[config.mk]
export PLATFORM = sky130hd
export DESIGN_NAME = mm_job_queue
export DESIGN_NICKNAME = d
export VERILOG_FILES = /design/src/rtl/mm_job_queue.sv
export SDC_FILE = /design/constraint.sdc
export NUM_CORES = 1
export LEC_CHECK = 0
export ABC_CLOCK_PERIOD_IN_PS = 2500
export CAP_MARGIN = 5
export CORE_UTILIZATION = 23
export CTS_BUF_LIST = sky130_fd_sc_hd__clkbuf_4 sky130_fd_sc_hd__clkbuf_8
export CTS_CLUSTER_DIAMETER = 120
export DETAILED_ROUTE_END_ITERATION = 10
export PLACE_DENSITY_LB_ADDON = 0.25
export SLEW_MARGIN = 10
export SYNTH_ARGS = -nofsm -noshare
export SYNTH_HDL_FRONTEND = slang
export SYNTH_SLANG_ARGS = --single-unit
[constraint.sdc]
create_clock -name clk -period 2.5 [get_ports clk]
set_input_delay 0.375 -clock clk [delete_from_list [all_inputs] [get_ports clk]]
set_output_delay 0.375 -clock clk [all_outputs]
set_load 0.01 [all_outputs]
[src/rtl/mm_job_queue.sv]
// Job queue and dispatcher for the matrix-multiply engine: buffers job descriptors,
// issues them one at a time over a start/done handshake, and supervises each with a watchdog.
module mm_job_queue #(
    parameter int DEPTH   = 4,
    parameter int AW      = 32,
    parameter int TW      = 4,
    parameter int TIMEOUT = 1024
) (
    input  logic                     clk,
    input  logic                     rst,
    input  logic                     job_valid,
    output logic                     job_ready,
    input  logic [AW-1:0]            job_addr,
    input  logic                     job_mode,
    input  logic [TW-1:0]            job_tag,
    input  logic                     flush,
    output logic                     mm_start,
    output logic [AW-1:0]            mm_addr,
    output logic                     mm_mode,
    input  logic                     mm_done,
    output logic                     cpl_valid,
    output logic [TW-1:0]            cpl_tag,
    output logic                     cpl_err,
    output logic                     busy,
    output logic [$clog2(DEPTH):0]   pending,
    output logic [15:0]              completed,
    output logic [7:0]               timeouts
);

    localparam int PW  = $clog2(DEPTH);
    localparam int CW  = PW + 1;
    localparam int TMW = $clog2(TIMEOUT);

    typedef enum logic [1:0] {
        S_IDLE,
        S_ISSUE,
        S_WAIT,
        S_COMPLETE
    } state_t;

    state_t state, state_nx;

    logic [AW-1:0]  addr_mem [DEPTH];
    logic           mode_mem [DEPTH];
    logic [TW-1:0]  tag_mem  [DEPTH];

    logic [PW-1:0]  wr_ptr, rd_ptr;
    logic [CW-1:0]  count;
    logic [TMW-1:0] timer;
    logic [TW-1:0]  act_tag;
    logic           err_q;
    logic           push, pop;
    logic           wait_exit;

    assign job_ready = (count != CW'(DEPTH)) && !flush && !rst;
    assign push      = job_valid && job_ready;

    always_ff @(posedge clk) begin
        if (rst) state <= S_IDLE;
        else     state <= state_nx;
    end

    always_comb begin
        state_nx  = state;
        pop       = 1'b0;
        wait_exit = 1'b0;
        case (state)
            S_IDLE: begin
                if ((count != '0) && !flush) begin
                    pop      = 1'b1;
                    state_nx = S_ISSUE;
                end
            end
            S_ISSUE: state_nx = S_WAIT;
            S_WAIT: begin
                // done has priority over the watchdog in the final WAIT cycle
                if (mm_done || (timer == TMW'(TIMEOUT - 1))) begin
                    wait_exit = 1'b1;
                    state_nx  = S_COMPLETE;
                end
            end
            S_COMPLETE: state_nx = S_IDLE;
            default:    state_nx = S_IDLE;
        endcase
    end

    always_ff @(posedge clk) begin
        if (push) begin
            addr_mem[wr_ptr] <= job_addr;
            mode_mem[wr_ptr] <= job_mode;
            tag_mem[wr_ptr]  <= job_tag;
        end
    end

    always_ff @(posedge clk) begin
        if (rst) begin
            wr_ptr    <= '0;
            rd_ptr    <= '0;
            count     <= '0;
            mm_addr   <= '0;
            mm_mode   <= 1'b0;
            act_tag   <= '0;
            timer     <= '0;
            err_q     <= 1'b0;
            completed <= '0;
            timeouts  <= '0;
        end else begin
            if (flush) begin
                wr_ptr <= '0;
                rd_ptr <= '0;
                count  <= '0;
            end else begin
                if (push) wr_ptr <= wr_ptr + PW'(1);
                if (pop)  rd_ptr <= rd_ptr + PW'(1);
                if (push && !pop)      count <= count + CW'(1);
                else if (!push && pop) count <= count - CW'(1);
            end

            if (pop) begin
                mm_addr <= addr_mem[rd_ptr];
                mm_mode <= mode_mem[rd_ptr];
                act_tag <= tag_mem[rd_ptr];
            end

            if (state == S_ISSUE)     timer <= '0;
            else if (state == S_WAIT) timer <= timer + TMW'(1);

            if (wait_exit) err_q <= !mm_done;

            if (state == S_COMPLETE) begin
                if (!err_q)                completed <= completed + 16'd1;
                else if (timeouts != '1)   timeouts  <= timeouts + 8'd1;
            end
        end
    end

    assign mm_start  = (state == S_ISSUE);
    assign cpl_valid = (state == S_COMPLETE);
    assign cpl_tag   = act_tag;
    assign cpl_err   = cpl_valid && err_q;
    assign busy      = (state != S_IDLE);
    assign pending   = count;

endmodule

==> results.py, run 1 <==
metrics = {
    "yosys": {
        "yosys-mux-area-fraction": 0.105,
        "ys_async_sr_fraction": 0,
        "synth_compound_gate_area_share": 0.0367,
        "ys_top_cells_by_area": "sky130_fd_sc_hd__edfxtp_1, sky130_fd_sc_hd__dfxtp_1, sky130_fd_sc_hd__mux4_2",
        "yosysTopAreaCellShare": 0.510,
        "synth_top_family_by_area": "multiplexers",
        "netlist.top_cell.by_area": "sky130_fd_sc_hd__edfxtp_1",
        "synth.distinct_cells": 36,
        "adder_cell_area_share_of_the_yosys_netlist": 0.0195,
        "ys_ff_latch": 229,
        "dominantRegCellSynth": "sky130_fd_sc_hd__edfxtp_1",
        "synth_seq_area_share": 0.696,
        "synthesis.area_sq_mm": 0.00872,
        "yosysWarningCount": 0,
        "synthesis.area_per_instance_sq_um": 14.6,
        "fraction_of_the_mapped_netlist_area_in_simple_logic_gates": 0.0976,
        "yosys.area_share.xor_xnor": 0.0281,
        "synth_enable_flop_cells": 148,
        "postSynthCellCount": 596,
        "synth_fp_nets": 651,
    },
    "setup_path": {
        "critical_path.top_delay_family": "buffers and inverters",
        "critical_path.max_stage_delay_ps": 540,
        "worstSetupStartpointType": "input pin",
        "worst-setup-path-type": "in2out",
        "worstSetupStartpoint": "flush",
        "timing.critical_path.to_type": "output port",
        "critical_path.n_buffers_inverters": 3,
        "worstRegToRegCells": 11,
        "worst_r2r_endpoint": "pending[2]",
        "reg2reg_slack_ps": 350,
        "worstPathArrival_ps": 1950,
        "cell_by_cell_trace_of_the_critical_path": "clkdlybuf4s50_1 -> or2_2 -> buf_4 -> a21oi_1 -> clkdlybuf4s50_1",
        "worst_ep_required_ps": 2120,
        "cp_max_fo": 8,
        "critical_path.most_common_cell": "sky130_fd_sc_hd__clkdlybuf4s50_1",
        "critical_path.slowest_cell": "sky130_fd_sc_hd__clkdlybuf4s50_1",
        "critical_path.reg2reg.startpoint": "state[1]",
    },
    "final_layout": {
        "commonest_cells_after_routing_fill_and_taps_aside": "sky130_fd_sc_hd__edfxtp_1, sky130_fd_sc_hd__clkdlybuf4s50_1, sky130_fd_sc_hd__nand2_1",
        "post_layout_inst_area_sq_mm": 0.0115,
        "diodes": 0,
        "postLayoutCoreUtil": 0.311,
        "finalNetCount": 796,
        "area.growth.synth_to_final_pct": 31.9,
        "final_common_cell": "sky130_fd_sc_hd__edfxtp_1",
        "final_layout_size_suffix_gt1_frac": 0.187,
    },
    "sta": {
        "fmax_mhz": 430,
        "finalCriticalPeriod_ps": 2330,
        "worst_slew_margin_rel": 0.471,
        "timing.final.setup_violations": 0,
        "hold_violations": 0,
        "worst_clock_skew_ps": 26.3,
        "grt_setup_unrepaired": "false",
        "drv_slew": 0,
        "timing_worst_slew_pin_value_ps": 794,
        "finalCritPeriodShare": 0.931,
    },
    "routing": {
        "avgViaCountPerCell": 4.02,
        "drt-initial-drc-count": 195,
        "routed-via-count": 5118,
        "dr.pass1.iters": 4,
        "post_drt_wl_per_cell_um": 15.8,
        "drt_wl_total_um": 20100,
        "remaining_drc_errors": 0,
        "detail-route-antenna-nets": 0,
    },
    "global_route": {
        "grt_first_pass_wirelength_um": 31400,
        "met3_usage": 0.0264,
        "largest_net_degree_at_the_start_of_global_routing": 67,
        "grt.total_usage": 0.106,
        "grt-ovfl-total": 0,
        "grt.met2_usage": 0.169,
        "grt_most_used_layer": "met2",
        "grt.met1_usage": 0.140,
        "grt_pass1_vias": 5390,
        "grt_antenna_before_repair": 0,
    },
    "die": {
        "floorplan.initialDensity": 0.236,
        "floorplan.rows": 70,
        "fp.dieH_um": 197,
        "dieArea_sq_mm": 0.0387,
        "floorplan.die.width_um": 197,
        "ioPinCount": 111,
        "coreArea_sq_mm": 0.0370,
    },
    "place": {
        "post-dp-hpwl_um": 12700,
        "placed_cell_area_sq_mm": 0.0106,
        "place.port_buffers": 110,
        "gp_weighted_congestion": 0.745,
    },
    "status": {
        "run_status": "finished, final reports clean",
    },
    "clocking": {
        "cts_tree": "yes",
        "cts.reportedPaths.clkPinSlew_ps": 60,
        "clock_tree.buffer_depth": 3,
        "clkLatencyLatePin_ps": 540,
        "cts_buffers": 40,
        "clock_tree.htree_level_count": 2,
        "hold_buffers": 0,
        "postCtsResizedCells": 0,
        "cts_post_setup_buffers_inserted": 0,
        "clk_root_buffer_cell": "sky130_fd_sc_hd__clkbuf_8",
        "clock_sinks": 229,
    },
    "job": {
        "drv_cap": 0,
    },
    "power": {
        "leakage_nw": 3.75,
        "power.density_cell_area_mw_per_mm2": 744,
        "irDropWorstVdd_v": 0.000317,
    },
    "hold_path": {
        "hold_end": "rd_ptr[0]",
        "hold_path.class": "in2reg",
        "whs_path_depth": 4,
        "hold_path.startpoint": "rst",
    },
}
power breakdown:
group	internal [mW]	switching (mW)	leakage [nW]
registers	4.10	0.0427	1.99
logic	0.276	0.300	1.28
clock network	2.29	1.55	0.474
routing by layer:
| layer | wire, um | up-vias | part of all wire |
|---|---|---|---|
| li1 | - | 2490 | - |
| met1 | 9620 | 2469 | 0.48 |
| met2 | 9100 | 121 | 0.45 |
| met3 | 954 | 38 | 0.047 |
| met4 | 433 | 0 | 0.022 |
| met5 | 0 | - | 0 |
layout make-up:
cell class | instances | area (sq um)
Tap cell | 504 | 631
Clock buffer | 55 | 676
Multi-Input combinational cell | 329 | 2510
Clock inverter | 16 | 218
Sequential cell | 229 | 6070
Timing Repair Buffer | 131 | 1360
Inverter | 10 | 37.5
Fill cell | 3764 | 25500
through the flow:
stage	setup WS (ps)	power, mW	setup TNS [ps]	instances	hold slack [ps]
after global placement	-146	4.82	-146	1203	444
after detailed placement	-176	4.81	-176	1203	448
final	173	8.55	0	1274	320
after global routing	42.8	8.92	0	1274	330
after CTS	104	8.71	0	1274	299
after floorplan	23.8	4.50	0	596	472
cell usage after synthesis, types with 2 or more instances:
cell	instances
sky130_fd_sc_hd__nor2_1	38
sky130_fd_sc_hd__edfxtp_1	148
sky130_fd_sc_hd__xor2_1	16
sky130_fd_sc_hd__ha_1	12
sky130_fd_sc_hd__o21ai_0	8
sky130_fd_sc_hd__or3_1	6
sky130_fd_sc_hd__a21oi_1	44
sky130_fd_sc_hd__or2_2	2
sky130_fd_sc_hd__mux2i_1	8
sky130_fd_sc_hd__and2_1	6
sky130_fd_sc_hd__mux4_2	37
sky130_fd_sc_hd__dfxtp_1	81
sky130_fd_sc_hd__nand2_1	85
sky130_fd_sc_hd__inv_1	10
sky130_fd_sc_hd__o211ai_1	2
sky130_fd_sc_hd__nor3_1	6
sky130_fd_sc_hd__nand2b_1	5
sky130_fd_sc_hd__and3_1	6
sky130_fd_sc_hd__buf_2	9
sky130_fd_sc_hd__nor4_1	3
sky130_fd_sc_hd__nand3_1	7
sky130_fd_sc_hd__clkbuf_1	18
sky130_fd_sc_hd__xnor2_1	12
sky130_fd_sc_hd__a211oi_1	2
sky130_fd_sc_hd__nand4_1	11
sky130_fd_sc_hd__and4_1	4
cell families (layout without fill, tap and decap cells):
family,count (synthesis),after routing
simple gates,184,184
xor+xnor,28,28
flops,229,229
buf+inv,38,212
mux,45,45
compound gates,59,59
fa+ha+maj,13,13
worst reg2reg max path: cells and delay by family (launching register included):
kind / cells / cell delay, ps
flops: 1 / 380
buf+inv: 4 / 310
compound gates: 1 / 130
xor+xnor: 1 / 160
fa+ha+maj: 3 / 740
simple gates: 2 / 360
sequential cells by signal (all words and copies together), names as in the netlist:
name,flops
tag_mem,16
timer,10
mm_mode,1
mode_mem,4
cpl_tag,4
timeouts,8
err_q,1
state,2
wr_ptr,2
completed,16
addr_mem,128
pending,3
mm_addr,32
rd_ptr,2
how the worst max path moves through the flow:
stage | endpoint | cells after the start
CTS | cpl_err | 3
floorplan | pending[2] | 9
detailed placement | pending[2] | 9
finish | job_ready | 5
global placement | pending[2] | 9
global route | cpl_err | 3
Power figures use the tool's default switching activity.
==> run 2, diff against run 1 <==
--- a/config.mk
+++ b/config.mk
@@ -12,6 +12,7 @@
 export CTS_CLUSTER_DIAMETER = 120
 export DETAILED_ROUTE_END_ITERATION = 10
 export PLACE_DENSITY_LB_ADDON = 0.25
+export RECOVER_POWER = 50
 export SLEW_MARGIN = 10
 export SYNTH_ARGS = -nofsm -noshare
 export SYNTH_HDL_FRONTEND = slang
==> run 2 against run 1 <==
The run now ends with max-capacitance violations, max-slew violations left. Power is 0.23% lower. Design area shrank 0.65%. Utilization fell by 0.20 points. Worst hold slack improved by 84 ps. Register-to-register slack got worse by 80 ps. First-iteration DRC count grew 2.1%. Sequential cell count is the same. Critical path type is now reg2out. Critical endpoint is now cpl_err.
==> results.py, run 2 (synthesis results as in run 1) <==
metrics = {
    "power": {
        "share_comb_of_total_power": 0.065,
        "clock_power_share": 0.450,
        "power.switching_mw": 1.89,
        "leakage_nw": 3.74,
        "power.density_cell_area_mw_per_mm2": 747,
        "cellInternalPower_mw": 6.64,
        "power_frac_seq": 0.485,
        "irDropWorstVdd_v": 0.000317,
        "switching_part_of_the_total": 0.221,
    },
    "sta": {
        "finalCritPeriodShare": 0.927,
        "finalCriticalPeriod_ps": 2320,
        "fmax_mhz": 431,
        "timing.final.setup_violations": 0,
        "worst_clock_skew_ps": 27.4,
        "worst_slew_margin_rel": -0.00641,
        "drv_slew": 67,
        "totalNegativeSetupSlack_ps": 0,
        "timing_worst_slew_pin_value_ps": 1510,
        "grt_setup_unrepaired": "false",
        "hold_violations": 0,
    },
    "global_route": {
        "grt_antenna_before_repair": 3,
        "grt_pass1_vias": 5390,
        "grt-ovfl-total": 0,
        "largest_net_degree_at_the_start_of_global_routing": 67,
        "grt.total_usage": 0.106,
        "grt_first_pass_wirelength_um": 31400,
    },
    "final_layout": {
        "diodes": 0,
        "final_layout_size_suffix_gt1_frac": 0.177,
        "regMostFlops": "addr_mem",
        "area.growth.synth_to_final_pct": 31.0,
        "commonest_cells_after_routing_fill_and_taps_aside": "sky130_fd_sc_hd__edfxtp_1, sky130_fd_sc_hd__nand2_1, sky130_fd_sc_hd__dfxtp_1",
        "largest_register_ff_count": 128,
        "post_layout_inst_area_sq_mm": 0.0114,
        "largestRegisters": "addr_mem (128), mm_addr (32)",
        "final_common_cell": "sky130_fd_sc_hd__edfxtp_1",
        "filler_cell_count": 3774,
        "finalNetCount": 796,
        "postLayoutCoreUtil": 0.309,
    },
    "routing": {
        "maxUsedRoutingLayer": "met5",
        "post_drt_wl_per_cell_um": 15.8,
        "drt_wl_total_um": 20100,
        "avgViaCountPerCell": 4.03,
        "dr.pass1.iters": 4,
        "detail-route-antenna-nets": 0,
        "routed-via-count": 5140,
        "remaining_drc_errors": 0,
        "metal3_wl_um": 921,
        "met1_length_um": 9540,
        "wl_met2_um": 9180,
        "drt-initial-drc-count": 199,
    },
    "status": {
        "failing_checks": "max-capacitance violations, max-slew violations",
        "run_status": "finished with violations",
    },
    "clocking": {
        "cts_post_setup_buffers_inserted": 0,
        "clkLatencyLatePin_ps": 540,
        "clk_root_buffer_cell": "sky130_fd_sc_hd__clkbuf_8",
        "postCtsResizedCells": 0,
        "cts_tree": "yes",
        "hold_buffers": 0,
        "clock_tree.htree_level_count": 2,
        "clock_tree.buffer_depth": 3,
        "cts.reportedPaths.clkPinSlew_ps": 60,
        "clock_sinks": 229,
        "cts_buffers": 40,
    },
    "place": {
        "place.port_buffers": 110,
        "gp_weighted_congestion": 0.745,
        "post-dp-hpwl_um": 12700,
        "placed_cell_area_sq_mm": 0.0106,
    },
    "die": {
        "ioPinCount": 111,
        "floorplan.rows": 70,
        "floorplan.die.width_um": 197,
        "dieArea_sq_mm": 0.0387,
        "floorplan.initialDensity": 0.236,
        "coreArea_sq_mm": 0.0370,
        "fp.dieH_um": 197,
    },
    "setup_path": {
        "worstSetupStartpointType": "flip-flop",
        "worst_ep_required_ps": 2120,
        "worstPathArrival_ps": 1940,
        "worst-setup-path-type": "reg2out",
        "timing.critical_path.to_type": "output port",
        "cp_max_fo": 5,
    },
    "hold_path": {
        "hold_path.class": "in2reg",
    },
    "job": {
        "drv_cap": 1,
    },
}
[run 2: cell types whose count changed in the layout (fill, tap and decap cells not counted), moves of 2 or more]
cell,delta
sky130_fd_sc_hd__buf_2,+2
sky130_fd_sc_hd__buf_4,-3
sky130_fd_sc_hd__buf_12,-4
sky130_fd_sc_hd__and2_0,+4
sky130_fd_sc_hd__clkbuf_1,+2
sky130_fd_sc_hd__and2_2,-4
sky130_fd_sc_hd__clkbuf_4,+2
sky130_fd_sc_hd__dlygate4sd3_1,+41
sky130_fd_sc_hd__clkdlybuf4s50_1,-41
[run 2: metrics by stage]
stage / hold slack [ps] / setup slack, ps / instances / power (mW)
final: 404 / 181 / 1274 / 8.53
after global routing: 452 / 31.2 / 1274 / 8.90
after CTS: 299 / 104 / 1274 / 8.71
after detailed placement: 448 / -176 / 1203 / 4.81
after global placement: 444 / -146 / 1203 / 4.82
after floorplan: 472 / 23.8 / 596 / 4.50
[run 2: worst paths after layout]
| kind | depth (start not counted) | to | start | slack (ps) |
|---|---|---|---|---|
| setup / recovery | 3 | cpl_err | state[1] | 180 |
| hold / removal | 4 | rd_ptr[0] | rst | 400 |
| setup reg to reg | 5 | addr_mem[2][8] | pending[1] | 270 |
| hold reg to reg | 2 | mm_addr[17] | mm_addr[17] | 450 |
[run 2: per-layer routing]
metal,vias up,GRT usage
met4,6,0.0342
li1,2494,-
met3,44,0.0264
met2,121,0.169
met1,2475,0.140
met5,-,0
[run 2: power by group through the flow]
| stage | registers (mW) | clock network, mW | logic [mW] |
|---|---|---|---|
| floorplan | 4.23 | 0 | 0.269 |
| global placement | 4.22 | 0 | 0.595 |
| detailed placement | 4.22 | 0 | 0.591 |
| CTS | 4.14 | 3.98 | 0.594 |
| global route | 4.15 | 4.13 | 0.624 |
| finish | 4.14 | 3.84 | 0.556 |
[run 2: worst max-delay path: stages, from the launching register on]
cell and delay [ps]:
sky130_fd_sc_hd__dfxtp_1 380, sky130_fd_sc_hd__ha_1 270, sky130_fd_sc_hd__and2_1 220, sky130_fd_sc_hd__clkdlybuf4s50_1 550
[run 2: cell type report]
class	count	area, sq um	area share
repair buffers	131	1290	0.113
flip-flops and latches	229	6070	0.531
clock buffers	55	676	0.0591
inverters	10	37.5	0.00329
multi-input cells	329	2500	0.219
well taps	504	631	0.0552
clock inverters	16	218	0.0191
